--- src/rtl/stunir_call_arbiter.sv ---
// Round-robin arbiter/sequencer sharing one start/done function unit among NUM_REQ requesters.
// Optional WAIT timeout with RECOVER state: define STUNIR_CALL_ARB_TIMEOUT_EN.
module stunir_call_arbiter #(
    parameter int NUM_REQ = 4,
    parameter int DATA_W  = 32,
`ifdef STUNIR_CALL_ARB_TIMEOUT_EN
    parameter int TIMEOUT = 1024,
`endif
    localparam int IDW = ($clog2(NUM_REQ) > 1) ? $clog2(NUM_REQ) : 1
) (
    input  logic               clk,
    input  logic               rst,
    input  logic [NUM_REQ-1:0] req,
    output logic [NUM_REQ-1:0] ack,
    output logic [DATA_W-1:0]  resp_data,
    output logic               resp_err,
    output logic [IDW-1:0]     owner,
    output logic               busy,
    output logic               fu_start,
    input  logic               fu_done,
    input  logic [DATA_W-1:0]  fu_result
);

    typedef enum logic [2:0] {
        IDLE    = 3'd0,
        ISSUE   = 3'd1,
        WAIT    = 3'd2,
`ifdef STUNIR_CALL_ARB_TIMEOUT_EN
        RESP    = 3'd3,
        RECOVER = 3'd4
`else
        RESP    = 3'd3
`endif
    } state_t;

    state_t               state_r, state_s;
    logic [IDW-1:0]       ptr_r, ptr_s, owner_r, owner_s;
    logic [NUM_REQ-1:0]   ack_r, ack_s;
    logic [DATA_W-1:0]    resp_data_r, resp_data_s;
    logic                 busy_r, busy_s, fu_start_r, fu_start_s;
    logic                 first_wait_r, first_wait_s;
    logic [2*NUM_REQ-1:0] req2_s;
    logic [NUM_REQ-1:0]   rot_s;
    logic                 found_s;
    logic [IDW:0]         sum_s;
    logic [IDW-1:0]       grant_s, ptr_next_s;
`ifdef STUNIR_CALL_ARB_TIMEOUT_EN
    logic [15:0]          cnt_r, cnt_s;
    logic                 resp_err_r, resp_err_s;
    logic                 timeout_s;
`endif

    // Rotate requests so the pointer sits at bit 0; lowest set bit of the rotation wins.
    always_comb begin
        req2_s  = {req, req};
        rot_s   = req2_s[ptr_r +: NUM_REQ];
        found_s = 1'b0;
        sum_s   = '0;
        for (int i = NUM_REQ - 1; i >= 0; i--) begin
            sum_s   = rot_s[i] ? ({1'b0, ptr_r} + (IDW+1)'(i)) : sum_s;
            found_s = found_s | rot_s[i];
        end
        grant_s    = (sum_s >= (IDW+1)'(NUM_REQ)) ? IDW'(sum_s - (IDW+1)'(NUM_REQ)) : IDW'(sum_s);
        ptr_next_s = (grant_s == IDW'(NUM_REQ - 1)) ? IDW'(0) : grant_s + IDW'(1);
    end

    // Next-state and next-output logic; every output is loaded into a register.
    always_comb begin
        state_s      = state_r;
        ptr_s        = ptr_r;
        owner_s      = owner_r;
        ack_s        = '0;
        resp_data_s  = resp_data_r;
        fu_start_s   = 1'b0;
        first_wait_s = first_wait_r;
`ifdef STUNIR_CALL_ARB_TIMEOUT_EN
        cnt_s        = cnt_r;
        resp_err_s   = resp_err_r;
        timeout_s    = ((cnt_r + 16'd1) == 16'(TIMEOUT));
`endif
        case (state_r)
            IDLE: begin
                if (found_s) begin
                    state_s    = ISSUE;
                    owner_s    = grant_s;
                    ptr_s      = ptr_next_s;
                    fu_start_s = 1'b1;
                end else begin
                    state_s = IDLE;
                end
            end
            ISSUE: begin
                state_s      = WAIT;
                first_wait_s = 1'b1;
`ifdef STUNIR_CALL_ARB_TIMEOUT_EN
                cnt_s        = 16'd0;
`endif
            end
            WAIT: begin
                first_wait_s = 1'b0;
`ifdef STUNIR_CALL_ARB_TIMEOUT_EN
                cnt_s        = cnt_r + 16'd1;
`endif
                // A done level left over from the previous call is ignored in the first WAIT cycle.
                if (fu_done && !first_wait_r) begin
                    state_s     = RESP;
                    ack_s       = NUM_REQ'(1) << owner_r;
                    resp_data_s = fu_result;
`ifdef STUNIR_CALL_ARB_TIMEOUT_EN
                    resp_err_s  = 1'b0;
                end else if (timeout_s) begin
                    state_s     = RESP;
                    ack_s       = NUM_REQ'(1) << owner_r;
                    resp_data_s = '0;
                    resp_err_s  = 1'b1;
`endif
                end else begin
                    state_s = WAIT;
                end
            end
            RESP: begin
`ifdef STUNIR_CALL_ARB_TIMEOUT_EN
                state_s = resp_err_r ? RECOVER : IDLE;
            end
            RECOVER: begin
                if (fu_done) begin
                    state_s = IDLE;
                end else begin
                    state_s = RECOVER;
                end
`else
                state_s = IDLE;
`endif
            end
            default: begin
                state_s = IDLE;
            end
        endcase
        busy_s = (state_s != IDLE);
    end

    // State and registered outputs with synchronous reset.
    always_ff @(posedge clk) begin
        if (rst) begin
            state_r      <= IDLE;
            ptr_r        <= '0;
            owner_r      <= '0;
            ack_r        <= '0;
            resp_data_r  <= '0;
            busy_r       <= 1'b0;
            fu_start_r   <= 1'b0;
            first_wait_r <= 1'b0;
`ifdef STUNIR_CALL_ARB_TIMEOUT_EN
            cnt_r        <= 16'd0;
            resp_err_r   <= 1'b0;
`endif
        end else begin
            state_r      <= state_s;
            ptr_r        <= ptr_s;
            owner_r      <= owner_s;
            ack_r        <= ack_s;
            resp_data_r  <= resp_data_s;
            busy_r       <= busy_s;
            fu_start_r   <= fu_start_s;
            first_wait_r <= first_wait_s;
`ifdef STUNIR_CALL_ARB_TIMEOUT_EN
            cnt_r        <= cnt_s;
            resp_err_r   <= resp_err_s;
`endif
        end
    end

    assign ack       = ack_r;
    assign resp_data = resp_data_r;
    assign owner     = owner_r;
    assign busy      = busy_r;
    assign fu_start  = fu_start_r;
`ifdef STUNIR_CALL_ARB_TIMEOUT_EN
    assign resp_err  = resp_err_r;
`else
    assign resp_err  = 1'b0;
`endif

endmodule

--- config.mk ---
export PLATFORM = sky130hd
export DESIGN_NAME = stunir_call_arbiter
export DESIGN_NICKNAME = d
export VERILOG_FILES = /design/src/rtl/stunir_call_arbiter.sv
export SDC_FILE = /design/constraint.sdc
export NUM_CORES = 1
export LEC_CHECK = 0
export CELL_PAD_IN_SITES_DETAIL_PLACEMENT = 0
export CELL_PAD_IN_SITES_GLOBAL_PLACEMENT = 2
export CORE_AREA = 8 8 112 83
export CTS_BUF_LIST = sky130_fd_sc_hd__clkbuf_2 sky130_fd_sc_hd__clkbuf_4 sky130_fd_sc_hd__clkbuf_8
export DETAILED_ROUTE_END_ITERATION = 12
export DIE_AREA = 0 0 120 91
export PLACE_DENSITY_LB_ADDON = 0.1
export REMOVE_ABC_BUFFERS = 1
export SLEW_MARGIN = 20
export SYNTH_ARGS = -nofsm -noshare
export SYNTH_HDL_FRONTEND = slang
export SYNTH_SLANG_ARGS = --single-unit
export TNS_END_PERCENT = 10
--- constraint.sdc ---
create_clock -name clk -period 2.11 [get_ports clk]
set_input_delay 0.422 -clock clk [delete_from_list [all_inputs] [get_ports clk]]
set_output_delay 0.422 -clock clk [all_outputs]
set_load 0.02 [all_outputs]
After elaboration in Yosys (flattened, before gate mapping)
Index checks and enable logic that the tools add are counted.

Register bits: 46. Output and inout bits: 41. Word-level logic and storage cells: 45.

Add/sub/neg operators: 5. $lt $le $gt $ge: 1. Equal/unequal tests: 3. Shift operators: 2. Multiplexer cells: 11. Bitwise logic cells: 6. Reduce and logical (&&, ||, !) cells: 9.

Operators by type and width (number): $mux 3 (4); $pmux 3 s3 (1); $shiftx 8x3->4 (1); $add 2x2->3 const B (2); $mux 2 (2); $reduce_and 2->1 (2); $shl 1x2->4 const A (1); $add 2x1->3 const B (1); $eq 3x1->1 const B (1); $eq 3x2->1 const B (1); $ge 3x3->1 const B (1); $logic_not 3->1 (1); $mux 1 (3); $not 1->1 (3); $or 1x1->1 (3); $reduce_bool 3->1 (1); $reduce_or 3->1 (1); $add 2x1->2 const B (1); $eq 2x2->1 const B (1); $pmux 1 s2 (1); $reduce_bool 2->1 (1); $reduce_or 2->1 (1); $sub 2x1->2 const B (1); $logic_and 1x1->1 (1); $logic_not 1->1 (1).

Logic depth before layout (Yosys ltp)
Gate-level depths: netlist (run 1).

Depth in word-level cells: 9. Depth in mapped cells: 7.

Worst setup path after synthesis (run 1)
No wires, ideal clock.

Kind: input -> register. Start: in req[2]. End: reg ptr_r[0]. Arrival: 1.719 ns. Slack: 0.331 ns. Cell stages on the path: 7. Path buffers: 0. Cells stage by stage: nor2b_1 > a221o_1 > and2_1 > ha_1 > or3_1 > nor3_1 > a221o_1.

Cells in the longest elaborated chain, start to end: 9. Elaborated cells on any way between the ends: 15. Classes of those cells: add/sub: 2; order compare: 1; eq/ne: 1; shift: 1; mux: 6; bitwise: 3; reduce/logical: 1.

RTL lines: start, declared (line 13) `input logic [NUM_REQ-1:0] req,`; $shiftx 8x3->4 (*) (line 56) `rot_s = req2_s[ptr_r +: NUM_REQ];`; $mux 3 (3 in a row) (line 60) `sum_s = rot_s[i] ? ({1'b0, ptr_r} + (IDW+1)'(i)) : sum_s;`; $mux 3 (*) (line 60); $ge 3x3->1 or $sub 2x1->2 (tied branches) (line 63) `grant_s = (sum_s >= (IDW+1)'(NUM_REQ)) ? IDW'(sum_s - (IDW+1)'(NUM_REQ)) : IDW'(sum_s);`; $mux 2 (*) (line 63); net grant_s[1] (line 46) `logic [IDW-1:0] grant_s, ptr_next_s;`; $eq 2x2->1 (*) (line 64) `ptr_next_s = (grant_s == IDW'(NUM_REQ - 1)) ? IDW'(0) : grant_s + IDW'(1);`; $mux 2 (*) (line 64); end signal, assigned (line 159) `ptr_r <= ptr_s;`; end, declared (line 37) `logic [IDW-1:0] ptr_r, ptr_s, owner_r, owner_s;`.

Mark *: on every way through the listed nets, which the timed path passes. The rest lies on a longest branch. A chain may end at the register's enable or synchronous reset.

Worst setup path in the final report (run 1)
Start: in req[0]. End: reg ptr_r[0].

The elaborated chain is that of the path after synthesis.

==> impl_metrics.py, run 1 <==
metrics = {
    "detailed_routing": {
        "dr_total_vias": 1587,
        "drtIter0Drc": 62,
        "dr.pass1.iters": 4,
        "antenna_left": 0,
        "vias_per_cell": 4.09,
        "drc": 0,
        "routed_wl_mm": 5.24,
        "wl_per_cell_um": 13.5,
    },
    "critical_path": {
        "crit_path_start_kind": "input pin",
        "crit_arrival_ps": 2250,
        "end_kind": "flop",
        "reg2reg_from": "ptr_r[1]$_SDFFE_PP0P_",
        "reg2reg_slack_ps": 350,
        "r2r_end": "ptr_r[0]$_SDFFE_PP0P_",
        "cp_max_fo": 5,
        "reg2reg_depth": 7,
        "required_ps": 2340,
        "worstSetupPathType": "in -> reg",
    },
    "synth": {
        "synthCells": 199,
        "ys.flop_type": "dfxtp_1",
        "ys_async_sr_fraction_pct": 0,
        "ys_seq_area_share_pct": 53.3,
        "syn_area_per_cell_um2": 8.49,
        "netlist_area_um2": 1690,
        "ys_ff_latch": 45,
        "synth_edf_count": 0,
        "yosysWarnings": 0,
        "synth.distinct_cells": 29,
    },
    "timing": {
        "fin_skew_ps": 4.17,
        "layout_min_cycle_time_ps": 2020,
        "rsz0062_at_grt": "no",
        "max_freq_mhz": 496,
        "setup_slack_ps": 93.5,
        "finalHoldViolCount": 0,
        "finalSetupTns_ps": 0,
        "finalSetupViolations": 0,
        "period_share_pct": 95.6,
        "drv_slew": 0,
    },
    "floorplan": {
        "core_um2": 7600,
        "die_area_um2": 10900,
        "start_util_pct": 22.2,
        "fp.dieH_um": 91,
        "die_x_um": 120,
        "num_rows": 27,
        "io_pins": 80,
    },
    "clock_network": {
        "clk_latency_ps": 290,
        "cts_hold_buf": 0,
        "clock_path_buffers": 2,
        "post_cts_resized": 0,
        "cts_setup_buffers": 0,
        "cts_buffers": 5,
        "clk_pin_slew_ps": 80,
        "cts_max_level": 2,
        "cts_sinks": 45,
        "cts_tree": "yes",
        "clockRootBuffer": "clkbuf_8",
    },
    "pwr": {
        "power_density_nw_per_um2": 913,
        "p_leak_nw": 1.00,
        "power_mw": 2.53,
        "ir_worst_vdd_uv": 272,
    },
    "global_routing": {
        "grt_max_degree": 34,
        "grt_pass1_wl_mm": 8.36,
        "grt_usage_pct": 9.60,
        "grt_pass1_vias": 1564,
        "overflow": 0,
        "antenna_found_initial": 0,
    },
    "worst_hold_path": {
        "hp-class": "reg -> reg",
        "min_to": "resp_data[6]$_SDFFE_PP0P_",
        "min_from": "resp_data[6]$_SDFFE_PP0P_",
        "hold_depth": 2,
    },
    "final_layout": {
        "antennaDiodeCount": 0,
        "drive_gt1_share_pct": 9.06,
        "multi_input_area_um2": 722,
        "num-fill-cells": 810,
        "layout_commonest_cell": "clkdlybuf4s50_1",
        "stdcell_count": 388,
        "nets": 329,
        "final_area_um2": 2770,
        "final-seq-area_um2": 901,
        "area_growth_pct": 64.0,
        "final_cell_mix": "76 x clkdlybuf4s50_1, 65 x nand2_1, 45 x dfxtp_1, 33 x a21oi_1, 13 x buf_4",
    },
    "placed_design": {
        "dpl_worst_slack_ps": -249,
        "dp_hpwl_mm": 3.85,
        "port_buffers": 78,
        "place_congestion": 0.696,
        "place_area_um2": 2680,
        "placed_cells": 380,
    },
    "flow_run": {
        "cap_violations": 0,
    },
    "status": {
        "status": "complete, no violations",
    },
}
==> synthesized netlist by cell type, types with 2 or more instances <==
cell type	instances	area share (%)
nor2b_1	5	1.9
nor3_1	2	0.59
nor4b_1	2	1.0
a221o_1	2	1.2
inv_1	4	0.89
a21oi_1	33	9.8
dfxtp_1	45	53
clkbuf_1	11	2.4
nand3b_1	2	0.89
nor2_1	6	1.3
ha_1	4	3.0
mux2i_1	2	1.2
nand2_1	65	14
==> routing by layer <==
layer	GRT usage, %	vias up	routed length, µm
met3	4.64	5	468
met4	3.73	0	64
met5	0	-	0
met1	12.5	699	2650
met2	13.3	54	2060
li1	-	829	-
==> logic make-up (layout without fill, tap and decap cells) <==
| group | Yosys count | after routing | synth area share [%] |
|---|---|---|---|
| AND/OR/NAND/NOR | 87 | 87 | 22.4 |
| flip-flops | 45 | 45 | 53.3 |
| AO/OA/AOI/OAI | 43 | 43 | 16.0 |
| buffers and inverters | 17 | 105 | 4.00 |
| adder cells (fa/ha/maj) | 4 | 4 | 2.96 |
| multiplexers | 2 | 2 | 1.18 |
| other | 1 | 1 | 0.222 |
==> worst max-delay path by stage <==
stage / start / to / slack (ps) / cells past startpoint
floorplan: req[2] / ptr_r[0]$_SDFFE_PP0P_ / 330 / 7
global placement: req[2] / ptr_r[0]$_SDFFE_PP0P_ / -230 / 8
detailed placement: req[2] / ptr_r[0]$_SDFFE_PP0P_ / -250 / 8
CTS: req[2] / ptr_r[0]$_SDFFE_PP0P_ / 50 / 8
global route: req[0] / ptr_r[0]$_SDFFE_PP0P_ / 10 / 8
finish: req[0] / ptr_r[0]$_SDFFE_PP0P_ / 90 / 8
==> per-stage QoR <==
| step | hold slack, ps | utilization (%) |
|---|---|---|
| after detailed placement | 446 | 35.2 |
| after floorplan | 476 | - |
| after global routing | 476 | 36.5 |
| after global placement | 443 | 35.2 |
| after CTS | 458 | 36.4 |
| final | 456 | 36.5 |
==> state kept, by name (all words and copies together), names as in the netlist <==
register and flops:
busy 1, first_wait_r 1, ack 4, ptr_r 2
state_r 2, owner 2, fu_start 1, resp_data 32
==> worst max-delay path, cell delays in order <==
cell             delay, ps
clkdlybuf4s50_1        540
nand2_1                 70
a221o_1                310
and2_1                 150
ha_1                   200
or3_1                  300
nor3_1                 140
a221o_1                130
==> power breakdown <==
part           internal (mW)  switching (mW)
clock network          0.274           0.276
registers              0.979          0.0845
logic                  0.473           0.443
total                   1.73           0.804
==> layout make-up <==
type / instances / area share (%)
flip-flops and latches: 45 / 32.5
clock buffers: 8 / 3.30
well taps: 101 / 4.56
inverters: 4 / 0.542
multi-input cells: 137 / 26.0
repair buffers: 93 / 33.0
(Power assumes the default switching activity.)
==> run 2, diff against run 1 <==
- CAP_MARGIN: not set -> 20
- CTS_CLUSTER_SIZE: not set -> 28
==> results of run 2 <==
No change in the layout: final DEF, timing and power equal those of run 1.
==> run 3, diff against run 2 <==
- CELL_PAD_IN_SITES_GLOBAL_PLACEMENT: 2 -> 1
- CORE_AREA: 8 8 112 83 -> 3 3 96 70
- DIE_AREA: 0 0 120 91 -> 0 0 99 73
- REMOVE_ABC_BUFFERS: 1 -> not set
==> run 3 against run 2 <==
Compared with the run above: sequential power about the same; critical path depth unchanged; combinational power decreased by 0.7%; highest routed layer unchanged; final cell count decreased by 6.2%; clock skew increased by 4.7 ps; critical endpoint unchanged; sequential share of layout area about the same; critical path type unchanged.
==> impl_metrics.py, run 3 (synthesis results as in run 1) <==
metrics = {
    "status": {
        "status": "complete, no violations",
    },
    "clock_network": {
        "cts_buffers": 5,
        "cts_sinks": 45,
        "cts_max_level": 2,
        "clock_path_buffers": 2,
        "post_cts_resized": 0,
        "clk_latency_ps": 290,
        "cts_setup_buffers": 0,
        "clk_pin_slew_ps": 80,
        "cts_tree": "yes",
        "clockRootBuffer": "clkbuf_8",
        "cts_hold_buf": 0,
    },
    "placed_design": {
        "dp_hpwl_mm": 3.30,
        "placed_cells": 356,
        "port_buffers": 78,
        "place_congestion": 0.816,
        "dpl_worst_slack_ps": -194,
    },
    "floorplan": {
        "die_area_um2": 7230,
        "fp.dieH_um": 73,
        "core_um2": 5780,
        "io_pins": 80,
        "start_util_pct": 29.2,
        "num_rows": 23,
        "die_x_um": 99,
    },
    "final_layout": {
        "largest_reg_flops": 32,
        "postLayoutCoreUtil_pct": 47.8,
        "nets": 331,
        "antennaDiodeCount": 0,
        "stdcell_count": 364,
        "layout_commonest_cell": "clkdlybuf4s50_1",
        "final_cell_mix": "77 x clkdlybuf4s50_1, 65 x nand2_1, 45 x dfxtp_1, 33 x a21oi_1, 16 x buf_4",
        "area_growth_pct": 63.7,
        "drive_gt1_share_pct": 9.69,
    },
    "timing": {
        "finalSetupTns_ps": 0,
        "finalSetupViolations": 0,
        "period_share_pct": 95.7,
        "fin_skew_ps": 8.91,
        "max_freq_mhz": 495,
        "finalHoldViolCount": 0,
        "layout_min_cycle_time_ps": 2020,
        "drv_slew": 0,
        "rsz0062_at_grt": "no",
        "setup_slack_ps": 91.0,
    },
    "critical_path": {
        "reg2reg_slack_ps": 320,
        "crit_path_start_kind": "input pin",
        "crit_arrival_ps": 2250,
        "reg2reg_from": "ptr_r[1]$_SDFFE_PP0P_",
        "required_ps": 2340,
        "reg2reg_depth": 7,
        "r2r_end": "ptr_r[0]$_SDFFE_PP0P_",
        "end_kind": "flop",
        "cp_max_fo": 3,
        "worstSetupPathType": "in -> reg",
    },
    "worst_hold_path": {
        "min_to": "ptr_r[1]$_SDFFE_PP0P_",
        "hold_depth": 2,
        "min_from": "rst",
        "hp-class": "in -> reg",
    },
    "global_routing": {
        "antenna_found_initial": 0,
        "grt_max_degree": 27,
        "grt_pass1_vias": 1582,
        "grt_usage_pct": 13.5,
        "overflow": 0,
        "grt_pass1_wl_mm": 7.73,
    },
    "flow_run": {
        "cap_violations": 0,
    },
    "synth": {
        "synth_fp_nets": 242,
    },
    "pwr": {
        "power_density_nw_per_um2": 962,
        "power_mw": 2.66,
        "ir_worst_vdd_uv": 302,
        "p_leak_nw": 1.01,
    },
    "detailed_routing": {
        "vias_per_cell": 4.42,
        "dr.pass1.iters": 4,
        "drc": 0,
        "routed_wl_mm": 4.61,
        "wl_per_cell_um": 12.7,
        "drtIter0Drc": 43,
        "dr_total_vias": 1608,
        "antenna_left": 0,
    },
}
==> run 3: cell count changes in the layout (fill, tap and decap cells not counted) <==
cell             delta
clkbuf_4            -2
buf_12              -1
buf_4               +3
clkbuf_8            +1
bufinv_16           +1
dlymetal6s2s_1      -1
clkdlybuf4s50_1     +1
==> run 3: per-stage QoR <==
step                area [µm²]  hold WS (ps)
floorplan                 1690           481
global placement          2650           441
detailed placement        2650           447
CTS                       2770           392
global route              2770           398
finish                    2770           411
==> run 3: metal layers <==
metal	routed length, µm	global-route usage [%]	vias up	share of wire (%)
met3	364	5.83	5	7.9
li1	-	-	834	-
met2	1930	19.4	45	42
met4	44	4.09	0	0.95
met1	2270	18.3	724	49
met5	0	0	-	0
==> run 3: worst max path at each step <==
stage,start,endpoint,slack (ps),cells after the start
global route,req[2],ptr_r[0]$_SDFFE_PP0P_,40,8
floorplan,req[2],ptr_r[0]$_SDFFE_PP0P_,330,7
CTS,req[2],ptr_r[0]$_SDFFE_PP0P_,100,8
finish,req[2],ptr_r[0]$_SDFFE_PP0P_,90,8
global placement,req[2],ptr_r[0]$_SDFFE_PP0P_,-170,8
detailed placement,req[2],ptr_r[0]$_SDFFE_PP0P_,-190,8
==> run 3: critical path, stage by stage <==
cell and delay [ps]:
clkdlybuf4s50_1 430, nor2b_1 150, a221o_1 330, and2_1 150, ha_1 200, or3_1 300
nor3_1 140, a221o_1 130
==> run 3: cell type report <==
class                   instances  area [µm²]
clock inverters                 1        30.0
well taps                      75        93.8
flip-flops and latches         45         901
clock buffers                   7        90.1
fillers                       587        3020
inverters                       4        15.0
repair buffers                 95         916
multi-input cells             137         722
==> run 3: power by group <==
| part | total, mW | switching [mW] | internal (mW) |
|---|---|---|---|
| logic | 0.909 | 0.445 | 0.464 |
| registers | 1.07 | 0.0881 | 0.979 |
| clock network | 0.686 | 0.287 | 0.399 |
| total | 2.66 | 0.820 | 1.84 |
